<file path="config.mk">
export PLATFORM = sky130hd
export DESIGN_NAME = boid_state_mem
export DESIGN_NICKNAME = d
export VERILOG_FILES = /design/src/rtl/boid_state_mem.sv
export SDC_FILE = /design/constraint.sdc
export NUM_CORES = 1
export LEC_CHECK = 0
export ABC_AREA = 1
export ABC_CLOCK_PERIOD_IN_PS = 4000
export CELL_PAD_IN_SITES_DETAIL_PLACEMENT = 0
export CELL_PAD_IN_SITES_GLOBAL_PLACEMENT = 1
export CORE_AREA = 5 5 304 306
export DETAILED_ROUTE_END_ITERATION = 8
export DIE_AREA = 0 0 309 311
export GPL_ROUTABILITY_DRIVEN = 0
export PLACE_DENSITY_LB_ADDON = 0.12
export REMOVE_ABC_BUFFERS = 1
export SYNTH_ARGS = -nofsm -noshare
export SYNTH_HDL_FRONTEND = slang
export SYNTH_SLANG_ARGS = --single-unit
</file>
<file path="constraint.sdc">
create_clock -name clk -period 4 [get_ports clk]
set_input_delay 0.8 -clock clk [delete_from_list [all_inputs] [get_ports clk]]
set_output_delay 0.8 -clock clk [all_outputs]
set_load 0.01 [all_outputs]
</file>
<file path="src/rtl/boid_state_mem.sv">
// Ping-pong boid state store: fixed-latency tagged reads from the active bank,
// per-field writebacks into the shadow bank, and host loads into both banks.
module boid_state_mem #(
  parameter int unsigned num_boids  = 2,
  parameter int unsigned num_fields = 7,
  parameter int unsigned field_w    = 27,
  localparam int unsigned IW = (num_boids > 1) ? $clog2(num_boids) : 1,
  localparam int unsigned DW = num_fields * field_w
) (
  input  logic                  clk,
  input  logic                  reset,
  input  logic [IW-1:0]         which_boid,
  input  logic                  r_en_tot,
  input  logic                  r_en_itr,
  input  logic [num_fields-1:0] wb_en,
  input  logic [DW-1:0]         wb_data,
  output logic [DW-1:0]         rd_data,
  output logic                  rd_valid,
  output logic                  rd_tag,
  input  logic                  swap,
  output logic                  swap_done,
  input  logic [num_fields-1:0] ld_en,
  input  logic [IW-1:0]         ld_boid,
  input  logic [DW-1:0]         ld_data,
  output logic                  ld_ready,
  output logic                  err
);

  logic [DW-1:0] r_mem0 [num_boids];
  logic [DW-1:0] r_mem1 [num_boids];

  logic          r_bank_sel;
  logic          r_swap_pend;
  logic          r_s1_vld;
  logic          r_s1_tag;
  logic          r_s1_oob;
  logic [IW-1:0] r_s1_addr;

  logic                  w_rd_req;
  logic                  w_wb_req;
  logic                  w_boid_oob;
  logic                  w_ld_oob;
  logic                  w_idle;
  logic                  w_ld_take;
  logic                  w_ld_wr;
  logic                  w_wb_wr;
  logic                  w_swap_fire;
  logic [IW-1:0]         w_wr_addr;
  logic [DW-1:0]         w_wr_data;
  logic [num_fields-1:0] w_we0;
  logic [num_fields-1:0] w_we1;
  logic [DW-1:0]         w_rd_word;

  assign w_rd_req   = r_en_tot | r_en_itr;
  assign w_wb_req   = |wb_en;
  assign w_boid_oob = 32'(which_boid) >= num_boids;
  assign w_ld_oob   = 32'(ld_boid) >= num_boids;

  // The port is quiet when no read/writeback is issued and no response is still in flight.
  assign w_idle      = !w_rd_req && !w_wb_req && !r_s1_vld && !rd_valid;
  assign ld_ready    = w_idle;
  assign w_ld_take   = w_idle && (|ld_en);
  assign w_ld_wr     = w_ld_take && !w_ld_oob;
  assign w_wb_wr     = w_wb_req && !w_boid_oob;
  assign w_swap_fire = r_swap_pend && w_idle && !w_ld_take;

  // Loads and writebacks never coincide, so each bank sees a single write port.
  assign w_wr_addr = w_ld_wr ? ld_boid : which_boid;
  assign w_wr_data = w_ld_wr ? ld_data : wb_data;
  assign w_we0     = w_ld_wr ? ld_en : ((w_wb_wr &&  r_bank_sel) ? wb_en : '0);
  assign w_we1     = w_ld_wr ? ld_en : ((w_wb_wr && !r_bank_sel) ? wb_en : '0);

  assign w_rd_word = r_bank_sel ? r_mem1[r_s1_addr] : r_mem0[r_s1_addr];

  always_ff @(posedge clk) begin : mem_wr
    for (int f = 0; f < int'(num_fields); f++) begin
      if (w_we0[f]) r_mem0[w_wr_addr][f*field_w +: field_w] <= w_wr_data[f*field_w +: field_w];
      if (w_we1[f]) r_mem1[w_wr_addr][f*field_w +: field_w] <= w_wr_data[f*field_w +: field_w];
    end
  end

  always_ff @(posedge clk or negedge reset) begin : ctrl
    if (!reset) begin
      r_bank_sel  <= 1'b0;
      r_swap_pend <= 1'b0;
      r_s1_vld    <= 1'b0;
      r_s1_tag    <= 1'b0;
      r_s1_oob    <= 1'b0;
      r_s1_addr   <= '0;
      rd_valid    <= 1'b0;
      rd_tag      <= 1'b0;
      rd_data     <= '0;
      swap_done   <= 1'b0;
      err         <= 1'b0;
    end else begin
      // Tot wins when both strobes fire, so the tag is 1 only for a lone itr.
      r_s1_vld  <= w_rd_req;
      r_s1_tag  <= !r_en_tot;
      r_s1_oob  <= w_boid_oob;
      r_s1_addr <= which_boid;
      rd_valid  <= r_s1_vld;
      if (r_s1_vld) begin
        rd_data <= r_s1_oob ? '0 : w_rd_word;
        rd_tag  <= r_s1_tag;
      end
      r_bank_sel  <= r_bank_sel ^ w_swap_fire;
      r_swap_pend <= w_swap_fire ? 1'b0 : (r_swap_pend | swap);
      swap_done   <= w_swap_fire;
      err <= err | (r_en_tot & r_en_itr) | ((w_rd_req | w_wb_req) & w_boid_oob);
    end
  end

endmodule

</file>
==> flow_summary.ini <==
[clock_network]
clockBufferDepth = 3
cts_tree = done
root_buffer = clkbuf_16
numClockSinks = 954
cts_post_setup_buffers_inserted = 0
clock_latency_ns = 0.65
numCtsBuffers = 101
ctsHoldBuffers = 0
path_clk_slew_ns = 0.06
ctsResizeCount = 0
cts_htree_levels = 3

[layout]
nNetsFinal = 4327
nFillCells = 7683
regArea_mm2 = 0.0277
multi_input_comb_area_mm2 = 0.00955
drive_above_1_share = 0.0671
syn2layout_area_growth_pct = 28.5
final_cell_count_no_fill = 5194

[route]
wirelength_um = 116000
drc = 0
vias_per_cell = 5.20
dr.pass1.iters = 5
drtIter0Drc = 2061
vias = 27000
antenna_left = 0
wl_per_cell_um = 22.3

[pwr]
powerDensity_mw_per_mm2 = 453
p_sw_mw = 4.90
p_total_mw = 22.2
seqPwrFrac = 0.505
clkPwrFrac = 0.417
p_leak_nw = 17.9
peakVddDrop_mv = 0.373
p_int_mw = 17.3
p_sw_frac = 0.221
p_comb_frac = 0.078

[global_routing]
grt_pass1_vias = 26200
antenna_found_initial = 12
grt_max_degree = 205
overflow = 0
grt_pass1_wl_um = 169000
grt_usage = 0.232

[setup_path]
cp.arrival_ns = 3.00
crit_required_ns = 3.20
reg2regPathDepth = 9
reg2reg_to = r_mem0[0][42]$_DFFE_PP_
worstSetupPathType = input pin to primary output
start_kind = input pin
worstPathMaxFanout = 10
r2r-start = r_s1_vld$_DFF_PN0_
ff2ff_setup_slack_ns = 1.24
worst_setup_path_end_kind = primary output

[timing]
finalSetupTns_ns = 0
finalCritPeriodShare = 0.949
fin_crit_ns = 3.80
setup_violations = 0
max_freq_mhz = 263
finalHoldViolations = 0
worst-slew-pin-transition_ns = 1.24
relSlewSlack = 0.176
finClkSkew_ns = 0.0218
rsz0062_at_grt = no
final_max_slew_viol_count = 0

[floorplanning]
io_pins = 593
dieHeight_um = 311
start_util = 0.427
die_x_um = 309
num_rows = 110
die_area_mm2 = 0.0961
fp.coreArea_mm2 = 0.0893

[yosys]
ys_warn_count = 0
synth_seq_cells = 954
yosysUniqueCellTypes = 20
syn_area_mm2 = 0.0382
seq_area_frac_synth = 0.725
netlist_instances = 3394
synth_area_per_cell_um2 = 11.2
netlist_top_cells_area = edfxtp_1 59%, dfrtp_1 13%, nor2_1 9.7%
synth_top_area_share = 0.595
yosys.area.top_type = edfxtp_1

[place]
port-buffer-count = 592
placedCellCount = 5001
hpwl_um = 69000

[run_status]
outcome = completed

[job]
maxCapViolCount = 0

[worst_hold_path]
min_path_type = input pin to asynchronous set/reset pin
==> cell usage in the layout, fill, tap and decap left out, types with 3 or more instances in the layout <==
cell type	n
clkbuf_8	9
edfxtp_1	756
a31oi_1	189
nand3_1	190
clkdlybuf4s50_1	591
dfrtp_4	3
clkinv_1	10
clkinvlp_4	4
nor2_4	4
nor2_2	25
diode_2	7
nor2_1	953
dfrtp_1	195
inv_1	13
clkbuf_16	103
nand2_1	433
clkinv_4	4
bufinv_16	8
clkbuf_1	21
buf_4	39
buf_12	36
clkinv_2	23
o21ai_1	3
nand4_1	9
o21ai_0	375
==> flip-flops by register name, indices dropped and copies added, names as in the netlist <==
register and cells:
r_mem1 378, r_swap_pend 1, r_mem0 378, r_bank_sel 1, rd_tag 1, err 1
rd_data 189, swap_done 1, rd_valid 1, r_s1_tag 1, r_s1_vld 1, r_s1_addr 1
==> kinds of logic after synthesis <==
group | Yosys count | share of synthesized area
compound gates | 568 | 0.0807
buf+inv | 252 | 0.0279
flops | 954 | 0.725
mux | 1 | 0.000295
simple gates | 1619 | 0.167
==> per-stage QoR <==
stage	area, um2	hold WS (ns)	util	worst slack (ns)
after floorplan	37200	0.455	-	-8.70
after global placement	45700	0.475	0.512	0.0764
after global routing	49000	0.206	0.549	0.0814
final	49000	0.169	0.549	0.203
after detailed placement	45700	0.467	0.512	0.107
after CTS	49000	0.188	0.549	0.103
==> final cells by class <==
type | count | share of cell area
flip-flops and latches | 954 | 0.564
inverters | 16 | 0.00163
diodes | 7 | 0.000357
well taps | 1176 | 0.0300
clock buffers | 133 | 0.0567
multi-input cells | 2188 | 0.195
repair buffers | 667 | 0.142
clock inverters | 53 | 0.0106
==> worst max path at each step <==
stage,to,slack [ns],start
2_1_floorplan,rd_data[187]$_DFFE_PN0P_,-8.70,r_s1_addr$_DFF_PN0_
3_3_place_gp,ld_ready,0.08,wb_en[2]
3_5_place_dp,ld_ready,0.11,wb_en[2]
4_1_cts,ld_ready,0.10,wb_en[2]
5_1_grt,ld_ready,0.08,wb_en[2]
6_report,ld_ready,0.20,wb_en[2]
==> layer usage <==
metal,global-route usage,share of wire,vias up
met5,0,0.00059,-
met4,0.0626,0.023,12
met3,0.0564,0.079,146
met2,0.394,0.49,887
met1,0.299,0.40,13100
li1,-,-,12900
==> power groups by stage <==
stage               Clock [mW]  Sequential [mW]  Combinational, mW
floorplan                    0             11.5              0.518
global placement             0             11.4               1.75
detailed placement           0             11.4               1.76
CTS                       9.42             11.2               1.76
global route              9.85             11.2               1.87
finish                    9.24             11.2               1.74
==> worst max-delay path, stage by stage <==
cell and delay [ns]:
clkdlybuf4s50_1 0.50, nor2_1 0.31, nand2_1 0.12, nor2_2 0.22, buf_4 0.23, nand2_1 0.16
inv_6 0.11, clkdlybuf4s50_1 0.54
==> synth_stat cells <==
cell / n
a31oi_1: 189
buf_1: 12
buf_2: 91
buf_4: 1
clkbuf_1: 132
dfrtp_1: 198
edfxtp_1: 756
inv_1: 13
inv_2: 3
mux2_2: 1
nand2_1: 434
nand3_1: 190
nand3_4: 1
nand4_1: 9
nor2_1: 982
nor3_1: 2
o21ai_0: 375
o21ai_1: 3
o21bai_1: 1
or2_1: 1
(Power assumes the default switching activity.)
